==> src/rtl/alu_cmd_driver.sv <==
`timescale 1ns/1ps
// alu_cmd_driver: command FIFO, 8x32 register file and a
// small FSM that sequences one ALU operation per command.
module alu_cmd_driver #(
  parameter int DEPTH = 4
) (
  input  logic        clk,
  input  logic        reset,
  input  logic        cmd_valid,
  output logic        cmd_ready,
  input  logic [2:0]  cmd_op,
  input  logic [2:0]  cmd_rd,
  input  logic [2:0]  cmd_rs,
  input  logic [2:0]  cmd_rt,
  input  logic        wr_en,
  input  logic [2:0]  wr_addr,
  input  logic [31:0] wr_data,
  output logic [31:0] alu_a,
  output logic [31:0] alu_b,
  output logic [2:0]  alu_op,
  input  logic [31:0] alu_c,
  output logic        res_valid,
  input  logic        res_ready,
  output logic [31:0] res_data,
  output logic [2:0]  res_rd,
  output logic        res_err,
  output logic        busy
);

  localparam int AW = (DEPTH > 1) ? $clog2(DEPTH) : 1;

  typedef enum logic [1:0] {
    IDLE,
    EXEC,
    HOLD
  } state_t;

  typedef struct packed {
    logic [2:0] op;
    logic [2:0] rd;
    logic [2:0] rs;
    logic [2:0] rt;
  } cmd_t;

  state_t        state_q, state_d;
  cmd_t          fifo_q [DEPTH];
  logic [AW-1:0] wptr_q, rptr_q;
  logic [AW:0]   cnt_q;
  cmd_t          ir_q, ir_d;
  logic [31:0]   rf_q [8];

  logic        res_valid_q, res_valid_d;
  logic        res_err_q, res_err_d;
  logic [31:0] res_data_q, res_data_d;
  logic [2:0]  res_rd_q, res_rd_d;

  logic        full, empty, push, pop;
  logic        wb_en, illegal;
  logic [31:0] wb_data;
  cmd_t        cmd_in;

  assign full      = (cnt_q == (AW+1)'(DEPTH));
  assign empty     = (cnt_q == '0);
  assign cmd_ready = !full && reset;
  assign push      = cmd_valid && cmd_ready;
  assign cmd_in    = '{op: cmd_op, rd: cmd_rd, rs: cmd_rs, rt: cmd_rt};

  assign illegal = ir_q.op[2] & ir_q.op[1];
  assign wb_data = illegal ? 32'd0 : alu_c;

  assign res_valid = res_valid_q;
  assign res_err   = res_err_q;
  assign res_data  = res_data_q;
  assign res_rd    = res_rd_q;
  assign busy      = (state_q != IDLE) || !empty;

  // FIFO payload storage; pointers alone define what is live
  always_ff @(posedge clk) begin
    if (push) fifo_q[wptr_q] <= cmd_in;
  end

  // FIFO pointers and occupancy
  always_ff @(posedge clk or negedge reset) begin
    if (!reset) begin
      wptr_q <= '0;
      rptr_q <= '0;
      cnt_q  <= '0;
    end else begin
      if (push) wptr_q <= wptr_q + 1'b1;
      if (pop)  rptr_q <= rptr_q + 1'b1;
      case ({push, pop})
        2'b10:   cnt_q <= cnt_q + 1'b1;
        2'b01:   cnt_q <= cnt_q - 1'b1;
        default: cnt_q <= cnt_q;
      endcase
    end
  end

  // Register file: writeback is applied last so it beats a
  // same-cycle direct load to the same register; r0 is never written
  always_ff @(posedge clk or negedge reset) begin
    if (!reset) begin
      for (int i = 0; i < 8; i++) rf_q[i] <= '0;
    end else begin
      if (wr_en && wr_addr != 3'd0)
        rf_q[wr_addr] <= wr_data;
      if (wb_en && ir_q.rd != 3'd0)
        rf_q[ir_q.rd] <= wb_data;
    end
  end

  // State, instruction and result registers
  always_ff @(posedge clk or negedge reset) begin
    if (!reset) begin
      state_q     <= IDLE;
      ir_q        <= '0;
      res_valid_q <= 1'b0;
      res_err_q   <= 1'b0;
      res_data_q  <= '0;
      res_rd_q    <= '0;
    end else begin
      state_q     <= state_d;
      ir_q        <= ir_d;
      res_valid_q <= res_valid_d;
      res_err_q   <= res_err_d;
      res_data_q  <= res_data_d;
      res_rd_q    <= res_rd_d;
    end
  end

  // Next state, FIFO pop, ALU drive and result capture
  always_comb begin
    state_d     = state_q;
    ir_d        = ir_q;
    pop         = 1'b0;
    wb_en       = 1'b0;
    res_valid_d = res_valid_q;
    res_err_d   = res_err_q;
    res_data_d  = res_data_q;
    res_rd_d    = res_rd_q;
    alu_a       = '0;
    alu_b       = '0;
    alu_op      = '0;
    unique case (state_q)
      IDLE: begin
        if (!empty) begin
          pop     = 1'b1;
          ir_d    = fifo_q[rptr_q];
          state_d = EXEC;
        end
      end
      EXEC: begin
        alu_a       = rf_q[ir_q.rs];
        alu_b       = rf_q[ir_q.rt];
        alu_op      = illegal ? 3'd0 : ir_q.op;
        wb_en       = 1'b1;
        res_data_d  = wb_data;
        res_rd_d    = ir_q.rd;
        res_err_d   = illegal;
        res_valid_d = 1'b1;
        state_d     = HOLD;
      end
      HOLD: begin
        if (res_valid_q && res_ready) begin
          res_valid_d = 1'b0;
          if (!empty) begin
            pop     = 1'b1;
            ir_d    = fifo_q[rptr_q];
            state_d = EXEC;
          end else begin
            state_d = IDLE;
          end
        end
      end
      default: state_d = IDLE;
    endcase
  end

endmodule

==> config.mk <==
export PLATFORM = sky130hd
export DESIGN_NAME = alu_cmd_driver
export DESIGN_NICKNAME = d
export VERILOG_FILES = /design/src/rtl/alu_cmd_driver.sv
export SDC_FILE = /design/constraint.sdc
export NUM_CORES = 1
export LEC_CHECK = 0
export ABC_AREA = 1
export CORE_ASPECT_RATIO = 1.1
export CORE_UTILIZATION = 46
export DETAILED_ROUTE_END_ITERATION = 8
export PLACE_DENSITY = 0.72
export SYNTH_ARGS = -nofsm -noshare
export SYNTH_HDL_FRONTEND = slang
export SYNTH_SLANG_ARGS = --single-unit
export TNS_END_PERCENT = 30
==> constraint.sdc <==
create_clock -name clk -period 5.4 [get_ports clk]
set_clock_uncertainty 0.05 [all_clocks]
set_input_delay 1.08 -clock clk [delete_from_list [all_inputs] [get_ports clk]]
set_output_delay 1.08 -clock clk [all_outputs]
set_load 0.005 [all_outputs]
==> reports/summary.txt <==
Ports - 190
Power density cells - 610.6 mW/mm^2
RSZ-0062 raised after global routing - false
Crit Path Class - reg -> out
Via count - 22028
Vias per cell - 5.327
Ys Warns - 0
Internal - 8567 uW
Minimum hold slack - 0.3252 ns
Top cells by area, synth - dfrtp_1 (36%), nand2_1 (26%), nand3_1 (9.9%), edfxtp_1 (6.6%), inv_1 (6.4%)
Layout cells sized above 1 - 0.04431
Slew Limit Headroom - 0.1488
Netlist cell types - 23
Initial antenna violation count - 1
Final hold violations - 0
Die X - 209.9 microns
Row cnt - 83
Global route overflow - 0
H-tree levels - 2
Synth Cell Area - 0.02188 sq mm
Clock Latency Late Sink - 0.57 ns
Max-Cap Viols - 0
Most frequent cell after synthesis - nand2_1
CP Launch Type - flop
Sw frac - 0.4496
Sequential share of power - 0.295
Post-route ant nets - 0
Hold crit path type - reg -> reg
Post-synthesis net count - 3513
Ys flop type - dfrtp_1
Tcrit/Tclk final - 0.8342
Syn-to-layout area delta - 16.53%
Placer Congestion - 0.8551
TritonRoute pass-1 iters - 6
Number of global-route vias before repair - 20439
Layout Nets - 3557
Worst Tran Pin Value - 1.272 ns
Synth async-reset ratio - 0.8674
Post-DR wirelength/cell - 18.70 microns
Clk buf depth - 3
Synth top area share - 0.3592
Psw - 6999 uW
Clock-pin slew on the worst setup and hold paths - 0.06 ns
Clk root buf - clkbuf_16
Largest net degree at the start of global routing - 88
Final Critical Period - 4.505 ns
Hold-fix buffers, CTS - 0
Die Y - 230.7 microns
Sequential fraction of the synthesis area - 0.4251
Critical Path Max Stage Delay - 0.95 ns
CTS tree - built
Setup bufs post-CTS - 0
# resized after CTS - 0
Gate power share - 0.506
Clk network pwr share - 0.199
Starting density of the core - 0.4671
Final WL - 77340 microns
Peak VDD IR - 0.0004809 V
Port bufs - 189
Leakage - 0.01344 uW
Post-DP HPWL - 45980 microns
WP data required - 4.27 ns
Slowest stage cell on the critical path - dfrtp_4
DRC - 0
Max Slew Vio Count - 0
Post-Syn Instances - 3423
Yosys reg bits - 362
Setup TNS - 0 ns
First-pass GRT wire length - 119200 microns
Critical Path End Type - primary output
Leading area contributor after synthesis - dfrtp_1
Final setup fails - 0
Die area - 0.04844 sq mm
Initial DRC Count - 2486
Ant. Diodes - 0
Run status - completed
EDFF count, synth - 48
Total core area - 0.04684 sq mm
Worst Path Arrival - 3.37 ns
CP bufs+invs - 3
CTS Buf Count - 43
Area of placed instances - 0.02401 sq mm
Worst-path cell chain - inv_4 > buf_12 > nand2_1 > nand3_1 > nand3_1 > nand2_1 > nor2_1 > clkdlybuf4s50_1
Final Instance Area - 0.02549 sq mm
Cell family with most CP delay - buffers and inverters
Synth cell count leaders - nand2_1 (1527), nand3_1 (432), inv_1 (374), dfrtp_1 (314), nor2_1 (195)
Post-Syn Area per Cell - 6.391 sq um
Total track usage - 0.3201
Clock sink count - 362
FMAX - 222.0 MHz
Worst Path Max Fanout - 84
sequential cells by signal, summed over array words and instances, names as in the netlist, 2 cells and up:
| register | cells |
|---|---|
| ir_q | 12 |
| res_rd | 3 |
| state_q | 2 |
| res_data | 32 |
| rf_q | 256 |
| wptr_q | 2 |
| rptr_q | 2 |
| fifo_q | 48 |
| cnt_q | 3 |
power by group through the flow:
stage               Combinational, uW  Sequential [uW]  Clock, uW
floorplan                        5450             4240          0
global placement                 7620             4590          0
detailed placement               7710             4610          0
CTS                              7770             4570       3120
global route                     8860             4710       3230
finish                           7880             4590       3090
layout by cell type, fill, tap and decap left out, types with 3 or more instances in the layout:
| master | synthesis | final |
|---|---|---|
| a21oi_1 | 4 | 4 |
| buf_4 | 0 | 45 |
| bufinv_16 | 0 | 5 |
| clkbuf_1 | 127 | 5 |
| clkbuf_16 | 0 | 45 |
| clkbuf_8 | 0 | 8 |
| clkdlybuf4s50_1 | 0 | 188 |
| clkinv_2 | 0 | 8 |
| dfrtp_1 | 314 | 308 |
| dfrtp_2 | 0 | 4 |
| edfxtp_1 | 48 | 48 |
| ha_1 | 5 | 5 |
| inv_1 | 374 | 372 |
| inv_2 | 15 | 13 |
| nand2_1 | 1527 | 1523 |
| nand2_2 | 1 | 5 |
| nand3_1 | 432 | 431 |
| nand3_2 | 2 | 3 |
| nor2_1 | 195 | 192 |
| nor2_2 | 5 | 3 |
| nor2_4 | 0 | 5 |
| o21ai_0 | 191 | 191 |
| o21ai_1 | 64 | 64 |
| xor2_1 | 3 | 3 |
final cells by class:
| class | instances | area [sq um] |
|---|---|---|
| Tap cell | 637 | 797.0 |
| Clock buffer | 58 | 1255 |
| Multi-Input combinational cell | 2436 | 10180 |
| Clock inverter | 18 | 229.0 |
| Fill cell | 4568 | 21340 |
| Sequential cell | 362 | 9311 |
| Inverter | 389 | 1468 |
| Timing Repair Buffer | 235 | 2255 |
metal layers:
metal	up-vias	share of wire	global-route usage
met4	2	0.042	0.1439
met1	9989	0.40	0.4289
met5	-	0.00016	0
li1	10568	-	-
met2	1252	0.45	0.5016
met3	217	0.11	0.06217
cells by family (layout without fill, tap and decap cells):
logic type	after synthesis	count (layout)	share of synthesized area
and+or+nand+nor	2166	2166	0.3981
buffers and inverters	625	700	0.1119
DFF	362	362	0.4251
AOI/OAI and AO/OA	259	259	0.05925
adders and majority gates	6	6	0.003775
xor gates and xnor gates	5	5	0.002002
path summary, 6_finish.rpt:
| path | slack, ns | from | endpoint | cells past startpoint |
|---|---|---|---|---|
| worst min register to register | 0.33 | rf_q[253]$_DFF_PN0_ | rf_q[253]$_DFF_PN0_ | 0 |
| worst min-delay path | 0.33 | rf_q[253]$_DFF_PN0_ | rf_q[253]$_DFF_PN0_ | 0 |
| min in group asynchronous | 0.37 | reset | res_data[5]$_DFFE_PN0P_ | 1 |
| worst max-delay path | 0.90 | ir_q[0]$_DFFE_PN0P_ | alu_b[12] | 8 |
| max in group asynchronous | 2.80 | reset | rf_q[237]$_DFF_PN0_ | 3 |
| worst max register to register | 2.18 | state_q[1]$_DFFE_PN0P_ | rf_q[212]$_DFF_PN0_ | 6 |
stage by stage:
stage               utilization  setup WS, ns  power, uW  std cells
finish                   0.5443        0.8951      15570       4135
global route             0.5443        0.7035      16800       4135
CTS                      0.5443        0.9569      15450       4135
detailed placement       0.5126         1.566      12310       4059
global placement         0.5126         1.556      12210       4059
floorplan                     -         2.572       9696       3423
No activity file was read; power rests on OpenSTA's default activity.
